<file path="src/rtl/tone_decoder.sv">
// tone_decoder: measures the rising-edge rate of an external tone over a
// fixed millisecond gate window and shows the detected note C4-B4.
module tone_decoder #(
    parameter int GATE_MS = 100
) (
    input  logic        clk,
    input  logic        rst,
    input  logic [15:0] ticks_per_milli,
    input  logic        sound_in,
    output logic [7:0]  led,
    output logic [2:0]  note,
    output logic [7:0]  freq_count,
    output logic        update
);

    localparam int MSW = (GATE_MS > 1) ? $clog2(GATE_MS) : 1;
    localparam logic [MSW-1:0] MS_LAST = MSW'(GATE_MS - 1);

    logic           sync1_q;
    logic           sync2_q;
    logic           prev_q;
    logic           edge_q;
    logic [15:0]    tick_q;
    logic [15:0]    tick_d;
    logic [MSW-1:0] ms_q;
    logic [MSW-1:0] ms_d;
    logic [7:0]     cnt_q;
    logic [7:0]     cnt_d;
    logic [7:0]     cnt_inc;
    logic [15:0]    tick_last;
    logic           tick_wrap;
    logic           win_end;
    logic [2:0]     cls_note;
    logic [6:0]     cls_seg;
    logic [7:0]     freq_q;
    logic [2:0]     note_q;
    logic [6:0]     seg_q;
    logic           dp_q;
    logic           update_q;

    // Two-flop synchronizer, previous-value flop and registered edge flag
    always_ff @(posedge clk) begin
        if (rst) begin
            sync1_q <= 1'b0;
            sync2_q <= 1'b0;
            prev_q  <= 1'b0;
            edge_q  <= 1'b0;
        end else begin
            sync1_q <= sound_in;
            sync2_q <= sync1_q;
            prev_q  <= sync2_q;
            edge_q  <= sync2_q & ~prev_q;
        end
    end

    // Millisecond timebase and saturating edge counter next-state
    always_comb begin
        tick_last = (ticks_per_milli == 16'd0) ? 16'd0
                                               : ticks_per_milli - 16'd1;
        tick_wrap = (tick_q >= tick_last);
        win_end   = tick_wrap && (ms_q >= MS_LAST);
        tick_d    = tick_wrap ? 16'd0 : tick_q + 16'd1;
        ms_d      = ms_q;
        if (tick_wrap) begin
            ms_d = win_end ? '0 : ms_q + 1'b1;
        end
        cnt_inc = cnt_q;
        if (edge_q && (cnt_q != 8'hFF)) begin
            cnt_inc = cnt_q + 8'd1;
        end
        cnt_d = win_end ? 8'd0 : cnt_inc;
    end

    // Counter registers; the window restarts on the cycle after reset
    always_ff @(posedge clk) begin
        if (rst) begin
            tick_q <= 16'd0;
            ms_q   <= '0;
            cnt_q  <= 8'd0;
        end else begin
            tick_q <= tick_d;
            ms_q   <= ms_d;
            cnt_q  <= cnt_d;
        end
    end

    // Classify the count closing this window into a note and segment code
    always_comb begin
        cls_note = 3'd0;
        cls_seg  = 7'h40;
        unique case (1'b1)
            (cnt_inc >= 8'd24 && cnt_inc <= 8'd27): begin
                cls_note = 3'd1;
                cls_seg  = 7'h39;
            end
            (cnt_inc >= 8'd28 && cnt_inc <= 8'd31): begin
                cls_note = 3'd2;
                cls_seg  = 7'h5E;
            end
            (cnt_inc >= 8'd32 && cnt_inc <= 8'd33): begin
                cls_note = 3'd3;
                cls_seg  = 7'h79;
            end
            (cnt_inc >= 8'd34 && cnt_inc <= 8'd36): begin
                cls_note = 3'd4;
                cls_seg  = 7'h71;
            end
            (cnt_inc >= 8'd37 && cnt_inc <= 8'd41): begin
                cls_note = 3'd5;
                cls_seg  = 7'h3D;
            end
            (cnt_inc >= 8'd42 && cnt_inc <= 8'd46): begin
                cls_note = 3'd6;
                cls_seg  = 7'h77;
            end
            (cnt_inc >= 8'd47 && cnt_inc <= 8'd52): begin
                cls_note = 3'd7;
                cls_seg  = 7'h7C;
            end
            default: begin
                cls_note = 3'd0;
                cls_seg  = 7'h40;
            end
        endcase
    end

    // Latch the measurement, note, display and heartbeat at window end
    always_ff @(posedge clk) begin
        if (rst) begin
            freq_q   <= 8'd0;
            note_q   <= 3'd0;
            seg_q    <= 7'h00;
            dp_q     <= 1'b0;
            update_q <= 1'b0;
        end else begin
            update_q <= win_end;
            if (win_end) begin
                freq_q <= cnt_inc;
                note_q <= cls_note;
                seg_q  <= cls_seg;
                dp_q   <= ~dp_q;
            end
        end
    end

    assign led        = {dp_q, seg_q};
    assign note       = note_q;
    assign freq_count = freq_q;
    assign update     = update_q;

endmodule

</file>
<file path="config.mk">
export PLATFORM = sky130hd
export DESIGN_NAME = tone_decoder
export DESIGN_NICKNAME = d
export VERILOG_FILES = /design/src/rtl/tone_decoder.sv
export SDC_FILE = /design/constraint.sdc
export NUM_CORES = 1
export LEC_CHECK = 0
export BUFFER_PORTS_ARGS = -buffer_cell sky130_fd_sc_hd__clkbuf_2
export CAP_MARGIN = 15
export CORE_ASPECT_RATIO = 1.4
export CORE_MARGIN = 5
export CORE_UTILIZATION = 40
export CTS_CLUSTER_DIAMETER = 100
export DETAILED_ROUTE_END_ITERATION = 10
export PLACE_DENSITY = 0.59
export SLEW_MARGIN = 40
export SYNTH_ARGS = -nofsm -noshare
export SYNTH_HDL_FRONTEND = slang
export SYNTH_SLANG_ARGS = --single-unit
</file>
<file path="constraint.sdc">
create_clock -name clk -period 5.7 [get_ports clk]
set_input_delay 1.14 -clock clk [delete_from_list [all_inputs] [get_ports clk]]
set_output_delay 1.14 -clock clk [all_outputs]
set_load 0.02 [all_outputs]
</file>
==> flow_summary_export.csv <==
group,metric,value,unit
final_layout,n_antenna_cell,0,
timing,rsz0062_at_grt,"no",
timing,slew_headroom,0.5250,
power,p_int,0.0005727,W
grt,grt_pass1_vias,2886,
yosys,async_flop_share,0,
timing,whs,0.3854,ns
drt,wire_per_inst,14.28,um
floorplan,fp-row-count,39,
timing,tns,0,ns
timing,max_freq,219.8,MHz
timing,finClkSkew,0.005993,ns
clock_tree,cts_tree,"built",
floorplan,ios,39,
setup_path,crit_end,"seg_q[6]",
timing,tightest_slew,0.7051,ns
grt,track_usage,0.1526,
yosys,synth_top_area_share,0.3291,
setup_path,crit_path_start_kind,"input port",
timing,setup_viol_count_final,0,
yosys,synth-main-ff-cell,"dfxtp_1",
timing,hold_viol,0,
power,pwr-share-seq,0.525,
setup_path,reg2reg_depth,8,
setup_path,cp.arrival,4.70,ns
power,peakVddDrop,0.1792,mV
floorplan,die_area,10320,um2
grt,grt_max_degree,24,
power,pwr-share-clk,0.408,
setup_path,worstReg2RegStart,"cnt_q[0]",
power,p_sw_frac,0.2307,
grt,overflow,0,
clock_tree,cts-root-buf,"clkbuf_16",
setup_path,rrSetupSlack,2.89,ns
setup_path,crit_path_end_kind,"flop",
drt,finalWirelength,7528,um
clock_tree,clkSinkCount,55,
clock_tree,insertion_delay,0.29,ns
yosys,synth.ff_latch_count,55,
yosys,synth_cells,396,
yosys,ys_seq_area_frac,0.3291,
clock_tree,postCtsSetupRepairBufs,0,
drt,routed_via_density,5.450,
drt,drtAntennaViolNets,0,
yosys,yosys_warnings,0,
floorplan,fp.dieH,118.2,um
worst_hold_path,hold_class,"flop to flop",
yosys,syn_nets,436,
yosys,yosys-top-cells-area,"dfxtp_1 (33%), ha_1 (7.9%), nor2_1 (6.6%)",
clock_tree,holdBufCountCts,0,
grt,grt_pass1_wl,13070,um
place,dpl.hpwl,5853,um
setup_path,crit_required,5.86,ns
floorplan,initial_core_util,0.4106,
setup_path,cp_max_fo,15,
place,gp_congestion,0.8575,
setup_path,criticalPathCategory,"input port to flop",
place,port_buffers,38,
setup_path,r2r-end,"seg_q[6]",
clock_tree,cts.htree.levels,2,
drt,drtIter0Drc,130,
run,cap_violations,0,
grt,antenna_found_initial,0,
floorplan,core,8149,um2
final_layout,nNetsFinal,464,
power,p_leak,1.546,nW
timing,post-route-period-util,0.7980,
drt,drcViolationCount,0,
drt,vias,2872,
setup_path,cp-startpoint,"ticks_per_milli[9]",
clock_tree,cts_buffers,5,
drt,first_pass_iters,4,
clock_tree,path_clk_slew,0.07,ns
timing,slew_violations,0,
final_layout,area_delta_synth_final,10.66,%
floorplan,die_w,87.30,um
yosys,synth_top_area_cell,"dfxtp_1",
clock_tree,clk_path_buf_depth,2,
power,power_switching,0.0001717,W
yosys,netlist-cell-type-count,62,
power,power_frac_comb,0.067,
clock_tree,cts-resized-gates,0,
yosys,synth_area,3346,um2
final_layout,layout-drive-gt1-share,0.1671,
yosys,synth_enable_flop_cells,0,
timing,fin_crit,4.549,ns
yosys,postSynthAreaPerCell,8.449,um2
power,total_power,0.0007444,W
status,outcome,"finished, final reports clean",
power,cellPowerDensity,201.1,nW/um2
==> synth_stat cells, drive strengths merged, types with 8 or more instances <==
cell type,n
buf,12
nor2,59
nand3,19
and3,10
xor2,21
nor3,15
ha,21
dfxtp,55
nand2,37
nor4,10
xnor2,16
and2,8
o21ai,15
==> power groups by stage <==
stage / registers (W) / logic (W) / clock network, W
3_3_place_gp: 0.000400 / 0.0000493 / 0
4_1_cts: 0.000391 / 0.0000506 / 0.000315
5_1_grt: 0.000391 / 0.0000579 / 0.000333
3_5_place_dp: 0.000400 / 0.0000501 / 0
2_1_floorplan: 0.000399 / 0.0000326 / 0
6_report: 0.000391 / 0.0000495 / 0.000304
==> worst min path at each step <==
stage	from	end	slack, ns	depth (start not counted)
3_3_place_gp	prev_q	edge_q	0.37	1
4_1_cts	prev_q	edge_q	0.39	1
5_1_grt	prev_q	edge_q	0.41	1
3_5_place_dp	prev_q	edge_q	0.38	1
2_1_floorplan	prev_q	edge_q	0.37	1
6_report	prev_q	edge_q	0.39	1
==> metal layers <==
metal / GRT usage / share of wire / up-vias
li1: - / - / 1465
met1: 0.1682 / 0.40 / 1332
met2: 0.2858 / 0.54 / 62
met3: 0.01879 / 0.038 / 13
met4: 0.06046 / 0.024 / 0
met5: 0 / 0 / -
==> final cells by class <==
class	count	area [um2]
multi-input combinational	316	2098
sequential	55	1101
fill	816	4447
tap	102	127.6
clock inverter	3	22.52
clock buffer	5	125.1
timing repair buffer	40	205.2
inverter	6	22.52
==> through the flow <==
| stage | std cells | cell area [um2] | setup WS (ns) | util |
|---|---|---|---|---|
| 2_1_floorplan | 396 | 3346 | 1.314 | - |
| 4_1_cts | 527 | 3702 | 1.112 | 0.4543 |
| 3_3_place_gp | 519 | 3555 | 0.9185 | 0.4362 |
| 3_5_place_dp | 519 | 3555 | 0.8229 | 0.4362 |
| 5_1_grt | 527 | 3702 | 0.7710 | 0.4543 |
| 6_report | 527 | 3702 | 1.151 | 0.4543 |
==> state kept, by name, indices dropped and copies added (netlist names) <==
name,count
tick_q,16
cnt_q,8
freq_count,8
ms_q,7
seg_q,7
note,3
dp_q,1
edge_q,1
prev_q,1
sync1_q,1
sync2_q,1
update,1
==> worst max-delay path: stages <==
cell	delay (ns)
clkbuf_2	0.11
or4_1	0.59
nor4_1	0.38
nand3_1	0.47
nand2_1	0.19
ha_1	0.23
o211ai_1	0.12
nor3_1	0.22
a211o_1	0.19
and3_1	0.48
nand2_1	0.14
nor3b_1	0.36
a221oi_2	0.09
==> cell usage in the layout (no fill, tap or decap), types with 7 or more instances in the layout <==
cell and instances:
nand2_1 36, nor2_1 59, nor4_1 10, clkbuf_2 38, o21ai_0 13, ha_1 21, a21oi_1 7, nand3_1 18
and3_1 7, xor2_1 21, and2_1 7, nor3_1 15, dfxtp_1 55, xnor2_1 16
==> logic make-up after synthesis <==
family          count (synthesis)  synth area share
simple gates                  192            0.2925
compound gates                 61            0.1425
flops                          55            0.3291
xor+xnor                       37           0.09686
buf+inv                        25           0.04375
fa+ha+maj                      21           0.07853
mux                             5           0.01683
Note: power is estimated with default switching activity, not from simulation.
